`src/rtl/instr_mem_sync.sv`:
```
// Synchronous-read instruction memory for the fetch stage: registered read with
// stall hold, runtime load port, alignment/range faults and a post-reset clear sweep.
module instr_mem_sync #(
    parameter int                 DEPTH      = 64,
    parameter int                 DATA_W     = 32,
    parameter logic [DATA_W-1:0]  NOP_WORD   = '0,
    parameter bit                 CLR_ON_RST = 1'b1,
    localparam int                AW         = $clog2(DEPTH)
) (
    input  logic              clk,
    input  logic              reset,
    input  logic              fetch_req,
    input  logic [31:0]       pc,
    input  logic              stall,
    output logic [DATA_W-1:0] inst_out,
    output logic              inst_valid,
    output logic              fault,
    input  logic              load_en,
    input  logic [AW-1:0]     load_addr,
    input  logic [DATA_W-1:0] load_data,
    output logic              busy
);

    // state | meaning
    // CLEAR | sweeping NOP_WORD through every entry; fetches and loads ignored
    // RUN   | normal fetch/load operation; left only through reset
    typedef enum logic {CLEAR, RUN} state_t;

    state_t            state;
    logic [AW-1:0]     clr_ptr;
    logic [DATA_W-1:0] mem [DEPTH];

    logic [AW-1:0]     idx;
    logic              bad_addr;
    logic [DATA_W-1:0] rd_data;

    // Write-first bypass so a same-cycle load to the fetched index is seen.
    always_comb begin
        idx      = pc[AW+1:2];
        bad_addr = (pc[1:0] != 2'b00) || (|pc[31:AW+2]);
        rd_data  = (load_en && (load_addr == idx)) ? load_data : mem[idx];
    end

    always_ff @(posedge clk) begin
        if (!reset) begin
            if (state == CLEAR)
                mem[clr_ptr] <= NOP_WORD;
            else if (load_en)
                mem[load_addr] <= load_data;
        end
    end

    always_ff @(posedge clk) begin
        if (reset) begin
            state      <= CLR_ON_RST ? CLEAR : RUN;
            busy       <= CLR_ON_RST;
            clr_ptr    <= '0;
            inst_out   <= NOP_WORD;
            inst_valid <= 1'b0;
            fault      <= 1'b0;
        end else begin
            case (state)
                CLEAR: begin
                    inst_valid <= 1'b0;
                    clr_ptr    <= clr_ptr + 1'b1;
                    if (clr_ptr == AW'(DEPTH - 1)) begin
                        state <= RUN;
                        busy  <= 1'b0;
                    end
                end
                RUN: begin
                    if (!stall) begin
                        if (fetch_req) begin
                            inst_valid <= 1'b1;
                            fault      <= bad_addr;
                            inst_out   <= bad_addr ? NOP_WORD : rd_data;
                        end else begin
                            inst_valid <= 1'b0;
                        end
                    end
                end
                default: begin
                    state <= RUN;
                    busy  <= 1'b0;
                end
            endcase
        end
    end

endmodule

```
`config.mk`:
```
export PLATFORM = sky130hd
export DESIGN_NAME = instr_mem_sync
export DESIGN_NICKNAME = d
export VERILOG_FILES = /design/src/rtl/instr_mem_sync.sv
export SDC_FILE = /design/constraint.sdc
export NUM_CORES = 2
export LEC_CHECK = 0
export CAP_MARGIN = 40
export CORE_MARGIN = 1.5
export CORE_UTILIZATION = 50
export DETAILED_ROUTE_END_ITERATION = 16
export GPL_TIMING_DRIVEN = 0
export PLACE_DENSITY = 0.66
export SYNTH_ARGS = -nofsm -noshare
export SYNTH_HDL_FRONTEND = slang
export SYNTH_SLANG_ARGS = --single-unit
```
`constraint.sdc`:
```
create_clock -name clk -period 7.8 [get_ports clk]
set_input_delay 1.56 -clock clk [delete_from_list [all_inputs] [get_ports clk]]
set_output_delay 1.56 -clock clk [all_outputs]
set_load 0.02 [all_outputs]
```
== Yosys cells after proc, flatten, opt, wreduce, memory -nomap -nowiden ==
Memories as Yosys holds them, arrays and structs flattened.
Cells that the tools add are included.
Word-level totals
  memories kept: 1
  input port bits: 75
  bits in registers: 42
  logic and storage cells: 37
  memory bits (writable): 2048
Memory list
  mem: depth 64, bits a word 32, rd ports 1, clocked after memory_dff 0, wr ports 1, line 31  | logic [DATA_W-1:0] mem [DEPTH];
Operators by class
  bitwise gates (word level): 2
  reduce and logical (&&, ||, !) cells: 7
  $add $sub $neg: 1
  muxes and demuxes: 17
  eq/ne operators: 3
Operator list (count)
  $mux W32: 3
  $reduce_or A32 Y1: 1
  $reduce_or A24 Y1: 1
  $mux W1: 12
  $add A6 B1 Y6 const B: 1
  $eq A6 B6 Y1: 1
  $eq A6 B6 Y1 const B: 1
  $mux W6: 1
  $reduce_and A3 Y1: 1
  $ne A2 B2 Y1 const B: 1
  $not A1 Y1: 2
  $pmux W1 S2: 1
  $reduce_and A2 Y1: 1
  $reduce_bool A2 Y1: 1
  $logic_and A1 B1 Y1: 1
  $logic_or A1 B1 Y1: 1

== Logic depth before layout (Yosys ltp) ==
  depth after elaboration: 6
  mapped depth: 10
  depth with buffers taken out: 5

== Least setup slack after synthesis ==
No wires, ideal clock.
  path type: input to register
  start: in reset
  end: mem mem[33][0], enable pin
  buffers on the path: 1
  slack: 3341 ps
  data arrival time: 4038 ps
  stages on the path: 5
  path through: and3b_1 -> clkbuf_1 -> mux2i_1 -> o21ai_1 -> nor2_1
Between the ends
  cells in the longest elaborated chain, start to end: 4
  elaborated cells on any way between the ends: 7
  classes of those cells: mux (6); reduce/logical (1)
Ends and longest elaborated chain
  start, declared: line 11  | input logic reset,
  $mux W1: line 45  | if (!reset) begin
  $mux W1 (implied by the code): line 49  | mem[load_addr] <= load_data;
  $reduce_or A32 Y1 (no source line)
  $mux W6 (no source line) / $mux W1 (equally long branches)
  end, declared: line 31
Parallel ways exist; a longest one is shown, timed or not.

== Worst setup path after layout ==
  start: in pc[5]
  end: reg inst_out[8]
Between the ends
  cells in the longest elaborated chain, start to end: 4
  elaborated cells on any way between the ends: 5
  classes of those cells: eq/ne (1); mux (2); reduce/logical (1); memory (1)
Ends and longest elaborated chain
  start, declared: line 13  | input logic [31:0] pc,
  branches (longest 2 deep; another with $mem_v2 Z64 W32)
  $mux W32 *: line 41  | rd_data = (load_en && (load_addr == idx)) ? load_data : mem[idx];
  $mux W32 *: line 76  | inst_out <= bad_addr ? NOP_WORD : rd_data;
  end signal, assigned: line 76
  end, declared: line 15  | output logic [DATA_W-1:0] inst_out,
Mark *: on every way between the ends.
A chain may end at the register's enable or synchronous reset.

==> key figures <==
Synthesis
  • Synth Flop Type: edfxtp_1
  • Post-synth top area share: 76.0%
  • Sequential area share after synthesis: roughly three quarters
  • Area contributors post-synth: edfxtp_1 (76%), mux4_2 (10%), mux2i_1 (3.4%)
  • Synth Register Bits: 2090
  • Synth Cell Area: 81000 um^2
  • Commonest cells post-synth: edfxtp_1 (2048), mux4_2 (369), mux2i_1 (278)
  • Number of synthesized flops with an enable pin: 2048
  • Syn nets: 3910
  • Area leader, netlist: edfxtp_1
  • Yosys warnings: 0
  • Cell count after synthesis: 3834
  • Syn Area/Cell: 21.1 um^2
  • Cell with the most instances after synthesis: edfxtp_1
  • Netlist cell types: 69
  • Async SR Flop Fraction: 0%

GRT
  • Initial antenna violation count: 12
  • Tot GR Track Use: around 28%
  • Largest net degree at the start of global routing: 49
  • First-pass GRT wire length: 313000 um
  • Vias in the first global route: 41.1k
  • Gr ovfl total: 0

Min path
  • Hold path cells: 2
  • Min-delay worst type: reg2reg

Setup path
  • Most numerous cell on the critical path: buf_2
  • CP max-delay cell: clkdlybuf4s50_1
  • Critical path launch point: pc[5]
  • Worst EP arrival: 5400 ps
  • Reg-to-reg endpoint: mem[14][14]$_DFFE_PP_
  • Buffers and inverters on the worst path: 4
  • FF-to-FF Start: state$_SDFF_PP0_
  • FF-to-FF setup slack: approximately 4100 ps
  • CP Depth: 9
  • CP Data Required Time: 8550 ps
  • Crit. End Element: flop
  • WS Path Type: in2reg
  • CP max FO: 10
  • Worst r2r path cells: 6
  • Top delay family on crit path: buffers and inverters
  • CP Launch Type: input port
  • Critical path destination: inst_out[8]$_SDFFE_PP0P_
  • Worst-path cell chain: clkdlybuf4s50_1 -> buf_2 -> or3b_2 -> buf_2 -> clkbuf_1 -> o22ai_1 -> a211oi_1 -> nand2_1 -> a41oi_1
  • CP max stage delay: 700 ps

Power
  • Leakage power: 33.6 nW
  • Peak VDD IR: 259 uV
  • PD cells: between 200 and 250 nW/um^2

Placed design
  • I/O Buffers: around 110
  • GP Congestion: between 0.9 and 1
  • Cell Area, Placed: between 80000 and 90000 um^2
  • Dpl ws: 2330 ps
  • DP HPWL: 151000 um

CTS
  • CTS tree: built
  • CTS Hold Bufs: 0
  • Clock Latency Late Sink: 850 ps
  • Post CTS Setup Buffer Count: 0
  • Number of clock sinks: between 2k and 2.5k
  • Clock transition at path regs: 60 ps
  • Num CTS Buffers: 205
  • H-tree levels: 4
  • PostCTS Resize Cnt: 0
  • Clock Path Buffers: 3
  • Root buffer cell: clkbuf_16

Route
  • DR DRC count: 0
  • Iteration-0 DRC Markers: 6194
  • Vias: between 40k and 50k
  • DR top layer: met5
  • WL met1: between 80000 and 90000 um
  • Post-DR wirelength/cell: 34.0 um
  • Detail Route Antenna Nets: 0
  • Final WL: 225000 um
  • Router iterations before antenna repair: 5
  • Met2 wire len: about 100000 um
  • Met3 routed WL: 26300 um
  • DR vias/cell: 6.44

Die
  • Die Width: 405 um
  • Row count: 147
  • Die Y: around 400 um
  • Die area: 164000 um^2
  • Core area: 161000 um^2
  • Initial core utilization: 50.4%
  • I/O pin count: 110

STA
  • Final Hold Fails: 0
  • Post-Route Skew: approximately 26 ps
  • Setup violations, final: 0
  • RSZ-0062 raised after global routing: no
  • Fin crit share: 59.7%
  • Fin crit period: 4650 ps
  • Slew headroom: 30.3%
  • Tightest Pin Transition: 1030 ps
  • Sum Neg Setup Slack: 0 ps
  • Final Slew Violations: 0
  • Max frequency: 0.215 GHz
  • Final Worst Setup Slack: between 3000 and 4000 ps

Layout
  • Layout Utilization: 58.4%
  • Final Instance Area: 94000 um^2
  • Nets: around 4.3k
  • Area Growth Syn to Fin: 16.0%
  • Layout cells sized above 1: a little under a quarter

Flow run
  • Max Cap Violations: 0

Status
  • Status: finished clean
kinds of logic after synthesis:
logic type / after synthesis / share of synthesized area, %
xor gates and xnor gates: 9 / 0.0974
muxes: 678 / 14.7
buffers and inverters: 234 / 1.72
and+or+nand+nor: 338 / 2.08
DFF: 2090 / 77.0
AOI/OAI and AO/OA: 484 / 4.41
adders and majority gates: 1 / 0.0155
flip-flops by register name, indices dropped and copies added (netlist names):
signal / flops
clr_ptr: 6
inst_out: 32
fault: 1
mem: 2048
busy: 1
state: 1
inst_valid: 1
metrics by stage:
stage	power, W	hold slack [ps]	instances
after floorplan	0.0129	495	3834
final	0.0226	572	6606
after detailed placement	0.0133	546	6223
after global placement	0.0133	534	6100
after global routing	0.0231	575	6602
after CTS	0.0226	560	6597
area by class of cell:
cell class              count  area (um^2)
well taps                2160         2700
clock inverters           114          992
plain buffers             229         1370
diodes                      6         15.0
fillers                 11500        66800
clock buffers             260         5380
flip-flops and latches   2090        62300
multi-input cells        1510        17800
inverters                   5         18.8
repair buffers            232         3370
worst min-delay path, cell delays in order (launching register included):
cell,delay [ps]
dfxtp_1,370
nand2_1,90
a21oi_1,60
worst min path at each step:
stage,start,endpoint
5_1_grt,clr_ptr[0]$_SDFFE_PP0N_,clr_ptr[0]$_SDFFE_PP0N_
3_3_place_gp,clr_ptr[0]$_SDFFE_PP0N_,clr_ptr[0]$_SDFFE_PP0N_
2_1_floorplan,clr_ptr[0]$_SDFFE_PP0N_,clr_ptr[0]$_SDFFE_PP0N_
3_5_place_dp,clr_ptr[0]$_SDFFE_PP0N_,clr_ptr[0]$_SDFFE_PP0N_
4_1_cts,clr_ptr[0]$_SDFFE_PP0N_,clr_ptr[0]$_SDFFE_PP0N_
6_report,clr_ptr[0]$_SDFFE_PP0N_,clr_ptr[0]$_SDFFE_PP0N_
cell usage in the layout (no fill, tap or decap), drive strengths merged, types with 16 or more instances in the layout:
cell           count
nor2              78
a22o              36
o21ai             20
a41oi             17
o311ai            31
a22oi             94
a21o              17
o22ai             60
a2111oi           17
clkdlybuf4s50    106
and2              36
a31oi             19
nand4             16
a221oi            44
a21oi             55
nand3             27
mux4             399
nor2b             26
dfxtp             42
nand2            109
edfxtp          2048
a211oi            37
clkbuf           331
clkinv            88
buf              281
mux2i            278
power breakdown:
part	internal (W)	switching [W]	leakage, nW
Sequential	0.0122	0.00000871	22.6
Clock	0.00533	0.00416	3.10
Combinational	0.000323	0.000567	7.97
Total	0.0178	0.00473	33.6
routing by layer:
metal  vias to the layer above  track usage (%)
met5                         -                0
met4                         4             9.40
met3                       448             7.31
met2                      2608             41.5
met1                     22400             39.2
li1                      17100                -
Power figures use the tool's default switching activity.
